==> src/rtl/stage2_execute.sv <==
// stage2_execute: execute stage of the 2-stage RV32IM pipeline.
// Resolves branches/jumps, runs the ALU and an iterative restoring divider,
// and registers the writeback and data-memory request for the next stage.
module stage2_execute #(
  parameter int XLEN       = 32,
  parameter int DIV_CYCLES = 32
) (
  input  logic            clk_i,
  input  logic            reset_i,
  input  logic [XLEN-1:0] id_pc_r,
  input  logic [XLEN-1:0] id_next_pc_r,
  input  logic [4:0]      id_rd_index_r,
  input  logic [XLEN-1:0] rs1_data_i,
  input  logic [XLEN-1:0] rs2_data_i,
  input  logic            id_a_signed_r,
  input  logic            id_b_signed_r,
  input  logic [3:0]      id_alu_op_r,
  input  logic [XLEN-1:0] id_imm_r,
  input  logic            id_op_imm_r,
  input  logic            id_mem_rd_r,
  input  logic            id_mem_wr_r,
  input  logic            id_mem_signed_r,
  input  logic [1:0]      id_mem_size_r,
  input  logic [2:0]      id_branch_r,
  input  logic            id_reg_jump_r,
  output logic            branch_taken_w,
  output logic [XLEN-1:0] jump_addr_w,
  output logic            ex_stall_w,
  output logic [4:0]      ex_rd_index_r,
  output logic [XLEN-1:0] ex_rd_data_r,
  output logic            ex_rd_we_r,
  output logic [XLEN-1:0] ex_mem_addr_r,
  output logic [XLEN-1:0] ex_mem_wdata_r,
  output logic            ex_mem_rd_r,
  output logic            ex_mem_wr_r,
  output logic            ex_mem_signed_r,
  output logic [1:0]      ex_mem_size_r
);

  localparam logic [3:0] ALU_ADD   = 4'd0;
  localparam logic [3:0] ALU_SUB   = 4'd1;
  localparam logic [3:0] ALU_AND   = 4'd2;
  localparam logic [3:0] ALU_OR    = 4'd3;
  localparam logic [3:0] ALU_XOR   = 4'd4;
  localparam logic [3:0] ALU_SLT   = 4'd5;
  localparam logic [3:0] ALU_SHL   = 4'd6;
  localparam logic [3:0] ALU_SHR   = 4'd7;
  localparam logic [3:0] ALU_MUL   = 4'd8;
  localparam logic [3:0] ALU_MULH  = 4'd9;
  localparam logic [3:0] ALU_DIV   = 4'd10;
  localparam logic [3:0] ALU_REM   = 4'd11;
  localparam logic [3:0] ALU_PASSB = 4'd12;
  localparam logic [3:0] ALU_PCADD = 4'd13;
  localparam int         CNT_W     = $clog2(DIV_CYCLES + 1);

  typedef enum logic [1:0] {DIV_IDLE, DIV_BUSY, DIV_DONE} divState_e;
  divState_e divState_q, divState_d;

  logic [XLEN-1:0]  opA, opB;
  logic             aNeg, bNeg;
  logic             squash, valid, isDivOp, divStart, divStall;
  logic [63:0]      mulA, mulB, mulFull;
  logic [XLEN-1:0]  shrRes, aluResult, jumpTarget;
  logic             branchCond;

  logic             branchTaken_q, branchTaken_d;
  logic [XLEN-1:0]  jumpAddr_q, jumpAddr_d;
  logic [4:0]       rdIndex_q, rdIndex_d;
  logic [XLEN-1:0]  rdData_q, rdData_d;
  logic             rdWe_q, rdWe_d;
  logic [XLEN-1:0]  memAddr_q, memAddr_d, memWdata_q, memWdata_d;
  logic             memRd_q, memRd_d, memWr_q, memWr_d, memSigned_q, memSigned_d;
  logic [1:0]       memSize_q, memSize_d;

  logic [XLEN-1:0]  divRem_q, divRem_d, divQuot_q, divQuot_d, divDivisor_q, divDivisor_d;
  logic [CNT_W-1:0] divCount_q, divCount_d;
  logic             divNegQ_q, divNegQ_d, divNegR_q, divNegR_d;
  logic             divByZero_q, divByZero_d, divIsRem_q, divIsRem_d;
  logic [4:0]       divRd_q, divRd_d;
  logic [XLEN:0]    divShifted, divTrial;
  logic [XLEN-1:0]  divResult;

  // The cycle after a redirect, whatever sits in ID is wrong-path.
  assign squash   = branchTaken_q;
  assign valid    = ~squash & (divState_q == DIV_IDLE);
  assign isDivOp  = (id_alu_op_r == ALU_DIV) | (id_alu_op_r == ALU_REM);
  assign divStart = valid & isDivOp;

  assign opA  = rs1_data_i;
  assign opB  = id_op_imm_r ? id_imm_r : rs2_data_i;
  assign aNeg = id_a_signed_r & opA[XLEN-1];
  assign bNeg = id_b_signed_r & opB[XLEN-1];

  assign mulA    = {{(64-XLEN){aNeg}}, opA};
  assign mulB    = {{(64-XLEN){bNeg}}, opB};
  assign mulFull = mulA * mulB;
  assign shrRes  = (opA >> opB[4:0]) | ({XLEN{aNeg}} & ~({XLEN{1'b1}} >> opB[4:0]));

  assign jumpTarget = (id_reg_jump_r ? (opA + id_imm_r) : (id_pc_r + id_imm_r)) & ~32'h3;

  assign divShifted = {divRem_q, divQuot_q[XLEN-1]};
  assign divTrial   = divShifted - {1'b0, divDivisor_q};

  // ALU result for every non-divide op.
  always_comb begin
    aluResult = '0;
    case (id_alu_op_r)
      ALU_ADD:   aluResult = opA + opB;
      ALU_SUB:   aluResult = opA - opB;
      ALU_AND:   aluResult = opA & opB;
      ALU_OR:    aluResult = opA | opB;
      ALU_XOR:   aluResult = opA ^ opB;
      ALU_SLT:   aluResult = {31'b0, ($signed({aNeg, opA}) < $signed({bNeg, opB}))};
      ALU_SHL:   aluResult = opA << opB[4:0];
      ALU_SHR:   aluResult = shrRes;
      ALU_MUL:   aluResult = mulFull[31:0];
      ALU_MULH:  aluResult = mulFull[63:32];
      ALU_PASSB: aluResult = opB;
      ALU_PCADD: aluResult = id_pc_r + id_imm_r;
      default:   aluResult = '0;
    endcase
  end

  // Branch condition; code 1 is an unconditional jump.
  always_comb begin
    branchCond = 1'b0;
    case (id_branch_r)
      3'd1:    branchCond = 1'b1;
      3'd2:    branchCond = (opA == opB);
      3'd3:    branchCond = (opA != opB);
      3'd4:    branchCond = ($signed(opA) <  $signed(opB));
      3'd5:    branchCond = ($signed(opA) >= $signed(opB));
      3'd6:    branchCond = (opA <  opB);
      3'd7:    branchCond = (opA >= opB);
      default: branchCond = 1'b0;
    endcase
  end

  // Divider state register.
  always_ff @(posedge clk_i) begin
    if (reset_i) divState_q <= DIV_IDLE;
    else         divState_q <= divState_d;
  end

  // Divider next state: DONE always lasts one cycle so the held DIV cannot restart.
  always_comb begin
    divState_d = divState_q;
    case (divState_q)
      DIV_IDLE: if (divStart) divState_d = DIV_BUSY;
      DIV_BUSY: if (divCount_q == CNT_W'(1)) divState_d = DIV_DONE;
      DIV_DONE: divState_d = DIV_IDLE;
      default:  divState_d = DIV_IDLE;
    endcase
  end

  // Divider outputs: the front end holds only while iterating.
  always_comb begin
    divStall = (divState_q == DIV_BUSY);
  end

  // Divider datapath: latch magnitudes on start, one restoring step per BUSY cycle.
  always_comb begin
    divRem_d     = divRem_q;
    divQuot_d    = divQuot_q;
    divDivisor_d = divDivisor_q;
    divCount_d   = divCount_q;
    divNegQ_d    = divNegQ_q;
    divNegR_d    = divNegR_q;
    divByZero_d  = divByZero_q;
    divIsRem_d   = divIsRem_q;
    divRd_d      = divRd_q;
    if (divState_q == DIV_IDLE && divStart) begin
      divRem_d     = '0;
      divQuot_d    = aNeg ? -opA : opA;
      divDivisor_d = bNeg ? -opB : opB;
      divCount_d   = CNT_W'(DIV_CYCLES);
      divNegQ_d    = aNeg ^ bNeg;
      divNegR_d    = aNeg;
      divByZero_d  = (opB == '0);
      divIsRem_d   = (id_alu_op_r == ALU_REM);
      divRd_d      = id_rd_index_r;
    end else if (divState_q == DIV_BUSY) begin
      divCount_d = divCount_q - CNT_W'(1);
      if (!divTrial[XLEN]) begin
        divRem_d  = divTrial[XLEN-1:0];
        divQuot_d = {divQuot_q[XLEN-2:0], 1'b1};
      end else begin
        divRem_d  = divShifted[XLEN-1:0];
        divQuot_d = {divQuot_q[XLEN-2:0], 1'b0};
      end
    end
  end

  // Sign fix-up of the unsigned core; a zero divisor leaves the dividend as remainder.
  always_comb begin
    if (divIsRem_q)       divResult = divNegR_q ? -divRem_q : divRem_q;
    else if (divByZero_q) divResult = '1;
    else                  divResult = divNegQ_q ? -divQuot_q : divQuot_q;
  end

  // Divider datapath registers.
  always_ff @(posedge clk_i) begin
    if (reset_i) begin
      divRem_q     <= '0;
      divQuot_q    <= '0;
      divDivisor_q <= '0;
      divCount_q   <= '0;
      divNegQ_q    <= 1'b0;
      divNegR_q    <= 1'b0;
      divByZero_q  <= 1'b0;
      divIsRem_q   <= 1'b0;
      divRd_q      <= '0;
    end else begin
      divRem_q     <= divRem_d;
      divQuot_q    <= divQuot_d;
      divDivisor_q <= divDivisor_d;
      divCount_q   <= divCount_d;
      divNegQ_q    <= divNegQ_d;
      divNegR_q    <= divNegR_d;
      divByZero_q  <= divByZero_d;
      divIsRem_q   <= divIsRem_d;
      divRd_q      <= divRd_d;
    end
  end

  // Next writeback/memory/redirect values; only a valid ID instruction may act.
  always_comb begin
    branchTaken_d = valid & (id_branch_r != 3'd0) & branchCond;
    jumpAddr_d    = jumpTarget;
    memRd_d       = valid & id_mem_rd_r;
    memWr_d       = valid & id_mem_wr_r;
    memAddr_d     = opA + id_imm_r;
    memWdata_d    = rs2_data_i;
    memSigned_d   = id_mem_signed_r;
    memSize_d     = id_mem_size_r;
    if (divState_q == DIV_DONE) begin
      rdIndex_d = divRd_q;
      rdData_d  = divResult;
      rdWe_d    = (divRd_q != 5'd0);
    end else begin
      rdIndex_d = id_rd_index_r;
      rdData_d  = (id_branch_r == 3'd1) ? id_next_pc_r : aluResult;
      rdWe_d    = valid & (id_rd_index_r != 5'd0) & (id_branch_r <= 3'd1) & ~id_mem_wr_r & ~isDivOp;
    end
  end

  // Output pipeline registers.
  always_ff @(posedge clk_i) begin
    if (reset_i) begin
      branchTaken_q <= 1'b0;
      jumpAddr_q    <= '0;
      rdIndex_q     <= '0;
      rdData_q      <= '0;
      rdWe_q        <= 1'b0;
      memAddr_q     <= '0;
      memWdata_q    <= '0;
      memRd_q       <= 1'b0;
      memWr_q       <= 1'b0;
      memSigned_q   <= 1'b0;
      memSize_q     <= '0;
    end else begin
      branchTaken_q <= branchTaken_d;
      jumpAddr_q    <= jumpAddr_d;
      rdIndex_q     <= rdIndex_d;
      rdData_q      <= rdData_d;
      rdWe_q        <= rdWe_d;
      memAddr_q     <= memAddr_d;
      memWdata_q    <= memWdata_d;
      memRd_q       <= memRd_d;
      memWr_q       <= memWr_d;
      memSigned_q   <= memSigned_d;
      memSize_q     <= memSize_d;
    end
  end

  assign branch_taken_w  = branchTaken_q;
  assign jump_addr_w     = jumpAddr_q;
  assign ex_stall_w      = divStall;
  assign ex_rd_index_r   = rdIndex_q;
  assign ex_rd_data_r    = rdData_q;
  assign ex_rd_we_r      = rdWe_q;
  assign ex_mem_addr_r   = memAddr_q;
  assign ex_mem_wdata_r  = memWdata_q;
  assign ex_mem_rd_r     = memRd_q;
  assign ex_mem_wr_r     = memWr_q;
  assign ex_mem_signed_r = memSigned_q;
  assign ex_mem_size_r   = memSize_q;

endmodule

==> config.mk <==
export PLATFORM = sky130hd
export DESIGN_NAME = stage2_execute
export DESIGN_NICKNAME = d
export VERILOG_FILES = /design/src/rtl/stage2_execute.sv
export SDC_FILE = /design/constraint.sdc
export NUM_CORES = 2
export LEC_CHECK = 0
export CAP_MARGIN = 10
export CORE_UTILIZATION = 30
export CTS_BUF_LIST = sky130_fd_sc_hd__clkbuf_4
export CTS_CLUSTER_DIAMETER = 50
export DETAILED_ROUTE_END_ITERATION = 10
export SETUP_SLACK_MARGIN = 0.05
export SYNTH_ARGS = -nofsm -noshare
export SYNTH_HDL_FRONTEND = slang
export SYNTH_SLANG_ARGS = --single-unit
==> constraint.sdc <==
create_clock -name clk_i -period 13.08 [get_ports clk_i]
set_input_delay 1.308 -clock clk_i [delete_from_list [all_inputs] [get_ports clk_i]]
set_output_delay 1.308 -clock clk_i [all_outputs]
set_load 0.05 [all_outputs]
==> results.ini <==
[setup_path]
crit_path_frequent_cell = fa_1
worstSetupPathType = in -> reg
slowest_stage = a311oi_1
cp-start-kind = input port
crit_start = id_op_imm_r
cp_max_fo = 39
max_stage_delay_ns = 0.92
rr_startpoint = divQuot_q[31]$_SDFFE_PP0P_
crit_arrival_ns = 12.69
required_ns = 13.79
cp-end-kind = flop

[routing]
dr_total_vias = 60900
finalWirelength_mm = 321.9
wl_per_cell_um = 29.99
drt_iter0_drc = 7992
drc_errors = 0
viasPerCell = 5.674
ant_nets = 0
drtPass1Iterations = 7

[sta]
finalSetupViolCount = 0
fin_skew_ns = 0.1772
period_minus_slack_ns = 11.98
relSlewSlack = 0.07890
hold_violations = 0
slew_violations = 0
setup_tns_ns = 0
fin_crit_sh = 0.9161
grt_setup_unrepaired = no
fmax_ghz = 0.08345
tightest_slew_ns = 1.370

[min_path]
hold_start = divQuot_q[22]$_SDFFE_PP0P_
min_path_type = reg -> reg

[floorplan]
rows = 167
dieWidth_um = 459.6
io-pin-count = 324
start_util = 0.3025
fp.dieArea_um2 = 211300
die_h_um = 459.6
core_area_um2 = 207700

[cts]
clkSinkCount = 251
hold_buffers = 0
h-tree-depth = 3
clockBufferDepth = 3
clk-insertion-delay-late_ns = 1.08
cts_made_buffers = 70
cts_tree = done
clockRootBuffer = clkbuf_4
cts_resized = 0
post_cts_buffers = 0
path_clk_slew_ns = 0.07

[placement]
io_buffers = 321
dp_hpwl_mm = 256.9
place.gp.congestion = 1.103

[synth]
netlist_area_um2 = 62830
synth_cells = 7755
synth-seq-cells = 251
synth_ff_type = dfxtp_1
avgSynthCellArea_um2 = 8.102
synth_edf_count = 0
yosysWarnings = 0
ys_async_sr_fraction = 0
synth-seq-area-share = 0.07998
synth.distinct_cells = 88

[grt]
antenna_found_initial = 36
gr-total-overflow = 0
gr-usage-all-layers = 0.3007
grt_pass1_vias = 61160
met3_usage = 0.07996
grt_max_degree = 94
grt_pass1_wl_mm = 453.4
grtUsageMet2 = 0.4465
top_usage_layer = met2
gr-usage-met1 = 0.3770

[outcome]
outcome = completed

[finish]
n_fill_cell = 21910
drive_gt1_frac = 0.05553
layout_commonest_cell = inv_1
final_cell_mix = 1,270 x inv_1, 1,130 x fa_1, 1,103 x nand2_1
final_net_count = 9601
synthToLayoutAreaGrowth_pct = 12.19

[flow_run]
maxCapViolCount = 0

cells by family after synthesis:
logic type      synth area share
xor+xnor                 0.04154
fa+ha+maj                 0.4423
other cells           0.00005969
simple gates              0.1523
mux                      0.02531
flops                    0.07998
buf+inv                   0.1071
compound gates            0.1514
metrics by stage:
stage / hold WS (ns) / worst slack [ns] / instance area [µm²] / std cells / util
floorplan: 0.4319 / 2.627 / 62830 / 7756 / -
global placement: 0.4414 / 0.5205 / 69420 / 10590 / 0.3343
detailed placement: 0.4468 / 0.6885 / 69470 / 10590 / 0.3345
CTS: 0.3992 / 1.628 / 70410 / 10710 / 0.3390
global route: 0.4633 / 1.236 / 70450 / 10720 / 0.3392
finish: 0.4360 / 1.097 / 70490 / 10730 / 0.3394
final cells by class:
| cell class | count | area, µm² | area share |
|---|---|---|---|
| Sequential cell | 251 | 5025 | 0.07129 |
| Clock buffer | 99 | 743.2 | 0.01054 |
| Inverter | 1304 | 4895 | 0.06944 |
| Clock inverter | 22 | 198.9 | 0.002822 |
| Timing Repair Buffer | 528 | 4760 | 0.06752 |
| Antenna cell | 21 | 52.55 | 0.0007455 |
| Multi-Input combinational cell | 5720 | 51320 | 0.7281 |
| Tap cell | 2788 | 3488 | 0.04949 |
cell usage after synthesis, drive strengths merged, types with 38 or more instances:
library cell,n,area share
a22oi,40,0.0049
clkbuf,409,0.024
a31oi,69,0.0069
a221oi,75,0.011
nor3,83,0.0066
mux2i,133,0.021
a311oi,41,0.0057
fa,1130,0.36
dfxtp,251,0.080
o31ai,38,0.0045
nor2,713,0.043
buf,72,0.0047
nand2,1106,0.066
inv,1284,0.077
nor2b,76,0.0076
a211oi,89,0.011
nand2b,42,0.0042
ha,413,0.082
a21o,71,0.0085
nand3,65,0.0052
o211ai,48,0.0057
xor2,112,0.016
a21oi,426,0.034
o21ai,277,0.022
xnor2,186,0.026
critical path: cells and delay by family:
family                     cells  cell delay (ns)
adders and majority gates     10             4.62
AOI/OAI and AO/OA             10             3.26
buffers and inverters          9             2.73
muxes                          1             0.51
and+or+nand+nor                1             0.13
flip-flops by register name, indices dropped and copies added (netlist names), 5 cells and up:
signal / flops
divDivisor_q: 32
divQuot_q: 32
divRem_q: 32
ex_mem_addr_r: 32
ex_mem_wdata_r: 32
ex_rd_data_r: 32
jump_addr_w: 30
divCount_q: 6
divRd_q: 5
ex_rd_index_r: 5
final timing paths:
| kind | endpoint | slack, ns | depth (start not counted) |
|---|---|---|---|
| max | ex_rd_data_r[19]$_SDFF_PP0_ | 1.10 | 31 |
| min | divQuot_q[23]$_SDFFE_PP0P_ | 0.44 | 2 |
| max reg2reg | divRem_q[0]$_SDFFE_PP0P_ | 8.13 | 15 |
| min reg2reg | divQuot_q[23]$_SDFFE_PP0P_ | 0.44 | 2 |
per-layer routing:
metal	wire length [µm]	part of all wire
met1	121600	0.38
met2	134300	0.42
met3	37440	0.12
met4	28180	0.088
met5	271	0.00084
Power is left out: the tool's default activity adds up to more than one toggle a clock period on the data nets, which glitch-free logic cannot reach.
